--- config.mk ---
export PLATFORM = sky130hd
export DESIGN_NAME = rv32_register_file
export DESIGN_NICKNAME = d
export VERILOG_FILES = /design/src/rtl/register_file_pkg.sv /design/src/rtl/rv32_register_file.sv
export SDC_FILE = /design/constraint.sdc
export NUM_CORES = 2
export LEC_CHECK = 0
export ABC_AREA = 1
export CAP_MARGIN = 20
export CELL_PAD_IN_SITES_DETAIL_PLACEMENT = 0
export CELL_PAD_IN_SITES_GLOBAL_PLACEMENT = 1
export CORE_ASPECT_RATIO = 0.5
export CORE_MARGIN = 1
export CORE_UTILIZATION = 30
export CTS_BUF_LIST = sky130_fd_sc_hd__clkbuf_4 sky130_fd_sc_hd__clkbuf_8 sky130_fd_sc_hd__clkbuf_16
export CTS_CLUSTER_SIZE = 28
export DETAILED_ROUTE_END_ITERATION = 7
export HOLD_SLACK_MARGIN = 0.08
export PLACE_DENSITY_LB_ADDON = 0.1
export SLEW_MARGIN = 25
export SYNTH_ARGS = -nofsm -noshare
export SYNTH_HDL_FRONTEND = slang
export SYNTH_SLANG_ARGS = --single-unit
export TNS_END_PERCENT = 5
--- constraint.sdc ---
create_clock -name clk -period 2.2 [get_ports clk]
set_input_delay 0.44 -clock clk [delete_from_list [all_inputs] [get_ports clk]]
set_output_delay 0.44 -clock clk [all_outputs]
set_load 0.01 [all_outputs]
--- src/rtl/register_file_pkg.sv ---
// Shared constants and types for the RV32I integer register file.
package register_file_pkg;
    localparam int XLEN       = 32;
    localparam int NUM_REGS   = 32;
    localparam int REG_ADDR_W = $clog2(NUM_REGS);

    typedef logic [REG_ADDR_W-1:0] reg_addr_t;
    typedef logic [XLEN-1:0]       reg_data_t;
endpackage

--- src/rtl/rv32_register_file.sv ---
// RV32I register file: two combinational read ports, one synchronous write port,
// x0 hardwired to zero, no write-through bypass.
module rv32_register_file
    import register_file_pkg::*;
#(
    parameter int XLEN     = register_file_pkg::XLEN,
    parameter int NUM_REGS = register_file_pkg::NUM_REGS,
    localparam int AW      = $clog2(NUM_REGS)
) (
    input  logic            clk,
    input  logic            rst,
    input  logic            wr_en,
    input  logic [AW-1:0]   wr_reg,
    input  logic [XLEN-1:0] wr_data,
    input  logic [AW-1:0]   rd_reg_1,
    input  logic [AW-1:0]   rd_reg_2,
    output logic [XLEN-1:0] rd_data_1,
    output logic [XLEN-1:0] rd_data_2
);

    // Slot 0 exists only so indexing stays simple; it is never written and
    // the read muxes force x0 to zero regardless of its contents.
    logic [NUM_REGS-1:0][XLEN-1:0] regs;

    always_ff @(posedge clk) begin
        if (rst) begin
            regs <= '0;
        end else if (wr_en && (wr_reg != '0)) begin
            regs[wr_reg] <= wr_data;
        end
    end

    assign rd_data_1 = (rd_reg_1 == '0) ? '0 : regs[rd_reg_1];
    assign rd_data_2 = (rd_reg_2 == '0) ? '0 : regs[rd_reg_2];

endmodule

==> qor.csv <==
stage,metric,value,unit
pwr,power_leakage,29.0,nW
global_route,antenna_found_initial,22,
hold_path,holdPathEnd,regs[6]$_SDFFE_PP0P_,
critical_path,max_stage_delay,0.32,ns
logic_synthesis,ys_ff_latch,1024,
final_layout,final_cells,11551,
global_route,grt_first_pass_wirelength,426,mm
final_layout,largest_reg_flops,1024,
floorplan,rows,109,
clock_network,htree_levels,3,
floorplan,die_w,600,microns
critical_path,rrSetupSlack,1.38,ns
logic_synthesis,syn_area,0.0536,sq mm
sta,fin_crit_sh,1.23,
placed_design,portBuffers,113,
flow_run,max-cap-violations,0,
route,drt_iter0_markers,6357,
sta,tightestPinTransition,0.861,ns
final_layout,layout-drive-gt1-share,0.183,
logic_synthesis,yosysSeqAreaShare,0.382,
global_route,grt_max_degree,118,
logic_synthesis,synth.net_count,8671,
sta,fmax,368,MHz
clock_network,cts_buffers,108,
placed_design,post-dp-hpwl,200,mm
clock_network,insertion_delay,0.73,ns
floorplan,die_area,0.180,sq mm
logic_synthesis,avgSynthCellArea,6.22,sq um
sta,finalSetupViolations,64,
sta,relSlewSlack,0.426,
route,drt.antenna.violating_nets,0,
critical_path,r2r_end,regs[513]$_SDFFE_PP0P_,
route,via_count,61822,
placed_design,place.gp.congestion,0.874,
clock_network,cts_root_buffer,clkbuf_16,
final_layout,fin_nets,9124,
critical_path,cp_num_buf_inv,6,
final_layout,area_growth,32.6,%
final_layout,post-route-util,0.402,
critical_path,worstPathRequired,1.76,ns
critical_path,cp_cell_sequence,buf_12 > buf_12 > buf_12 > buf_12 > o21ai_0 > o21ai_1 > a21oi_1 > nor2_4 > nor2_2 > nor2_4 > buf_6 > buf_6,
status,status,finished with violations,
final_layout,largest_register,regs,
floorplan,fp.dieH,301,microns
critical_path,crit_top_cell,buf_12,
global_route,track_usage,0.322,
sta,hold_viol,0,
route,drt-pass1-iter-count,5,
critical_path,crit_family,buffers and inverters,
sta,finalCriticalPeriod,2.71,ns
final_layout,layout_common_cells,"nand2_1, o21ai_0, nor2_1",
floorplan,core_area,0.177,sq mm
logic_synthesis,yosysWarnings,0,
sta,slew_violations,0,
critical_path,path_max_fanout,26,
sta,setup_ws,-0.514,ns
critical_path,r2r-start,regs[513]$_SDFFE_PP0P_,
route,wl_per_cell,25.8,microns
clock_network,cts_tree,done,
critical_path,cp.arrival,2.27,ns
route,viasPerCell,5.35,
placed_design,dp.cells,11332,
hold_path,worstHoldStart,regs[6]$_SDFFE_PP0P_,
status,violations,setup timing,
critical_path,critPathLaunchType,primary input,
global_route,overflow,0,
critical_path,cp-end-kind,primary output,
logic_synthesis,synthCells,8621,
sta,rsz0062_at_grt,yes,
clock_network,cts_sinks,1024,
pwr,vdd_drop_max,0.000565,V
hold_path,hold_path.class,flip-flop to flip-flop,
route,drt_wl_total,298,mm
clock_network,path_clk_slew,0.06,ns
hold_path,holdPathStages,2,
critical_path,cp_slowest_cell,nor2_4,
final_layout,reg.largest.list,regs (1024),
route,drc,0,
global_route,first_global_vias,57143,
floorplan,num_io_pins,114,
logic_synthesis,synthDistinctLibCells,20,
critical_path,r2r.worst_path.cells,3,
critical_path,crit_cells,12,
critical_path,crit_type,primary input to primary output,
floorplan,start_util,0.303,
sta,skew,0,ns
pwr,p_per_area,661,mW/mm^2
clock_network,cts_buffer_depth,3,
final_layout,layout_commonest_cell,nand2_1,
-- synthesized netlist by cell type --
cell type	instances	area (sq um)
a211oi_1	64	480
a21oi_1	949	4750
buf_1	71	267
buf_2	77	385
clkbuf_1	647	2430
clkinv_1	26	97.6
dfxtp_1	1024	20500
inv_1	179	672
inv_2	20	75.1
nand2_1	2086	7830
nand3_1	992	4960
nand4_1	1	6.26
nor2_1	1136	4260
nor2_2	8	50.1
nor3_1	1	5.00
nor3_2	3	30.0
nor3_4	2	32.5
o211ai_1	32	240
o21ai_0	1302	6520
o21ai_2	1	8.76
-- layout make-up --
cell class | count | area (sq um)
Antenna cell | 2 | 5.00
Clock buffer | 153 | 3220
Clock inverter | 46 | 537
Fill cell | 18951 | 106000
Inverter | 225 | 936
Multi-Input combinational cell | 6577 | 30000
Sequential cell | 1024 | 20700
Tap cell | 2386 | 2990
Timing Repair Buffer | 1138 | 12800
-- metrics by stage --
stage               setup WS (ns)  instance area [sq um]  total power [mW]  hold slack (ns)  TNS, ns
floorplan                  0.0225                  53600              22.5            0.416        0
global placement            -1.71                  65800              26.7            0.429  -158.72
detailed placement          -1.69                  65800              26.7            0.426  -168.67
CTS                        -0.535                  70600              47.0            0.403   -25.96
global route               -0.569                  71100              48.4            0.444   -28.88
finish                     -0.514                  71100              47.0            0.437   -22.74
-- worst register-to-register path: stages (launching register included) --
cell and delay (ns):
dfxtp_2 0.34, buf_4 0.15, o21ai_0 0.16, a21oi_1 0.05
-- kinds of logic (layout without fill, tap and decap cells) --
kind of cell           after synthesis  after routing  share of synthesized area
and+or+nand+nor                   4229           4229                      0.321
other                                0              2                          0
AOI/OAI and AO/OA                 2348           2348                      0.224
buffers and inverters             1020           1562                     0.0732
DFF                               1024           1024                      0.382
-- how the worst max path moves through the flow --
stage | from | endpoint | slack, ns
2_1_floorplan | rd_reg_1[1] | rd_data_1[7] | 0.02
4_1_cts | regs[69]$_SDFFE_PP0P_ | rd_data_1[5] | -0.53
3_5_place_dp | rd_reg_1[0] | rd_data_1[21] | -1.69
3_3_place_gp | rd_reg_1[0] | rd_data_1[21] | -1.71
6_report | rd_reg_1[1] | rd_data_1[21] | -0.51
5_1_grt | regs[392]$_SDFFE_PP0P_ | rd_data_2[8] | -0.57
-- report_power, final --
group | switching, mW | leakage (nW) | internal, mW
combinational | 4.97 | 18.8 | 2.84
sequential | 0.171 | 8.34 | 18.8
clock | 8.85 | 1.87 | 11.4
-- per-layer routing --
layer | vias to the layer above | part of all wire | GRT usage
met5 | - | 0.00027 | 0
met4 | 12 | 0.032 | 0.0935
met3 | 393 | 0.068 | 0.0466
met2 | 2217 | 0.43 | 0.493
met1 | 29668 | 0.47 | 0.466
li1 | 29532 | - | -
-- timing repair --
item | in CTS | in global routing
hold buffers | 1 | 0
pin swaps | 59 | 59
setup endpoints to repair | 64 | 64
gates resized for setup | 519 | 205
endpoints found under the hold margin | 15 | 0
cloned | 3 | 2
setup buffers | 10 | 8
No activity file was read; power rests on OpenSTA's default activity.
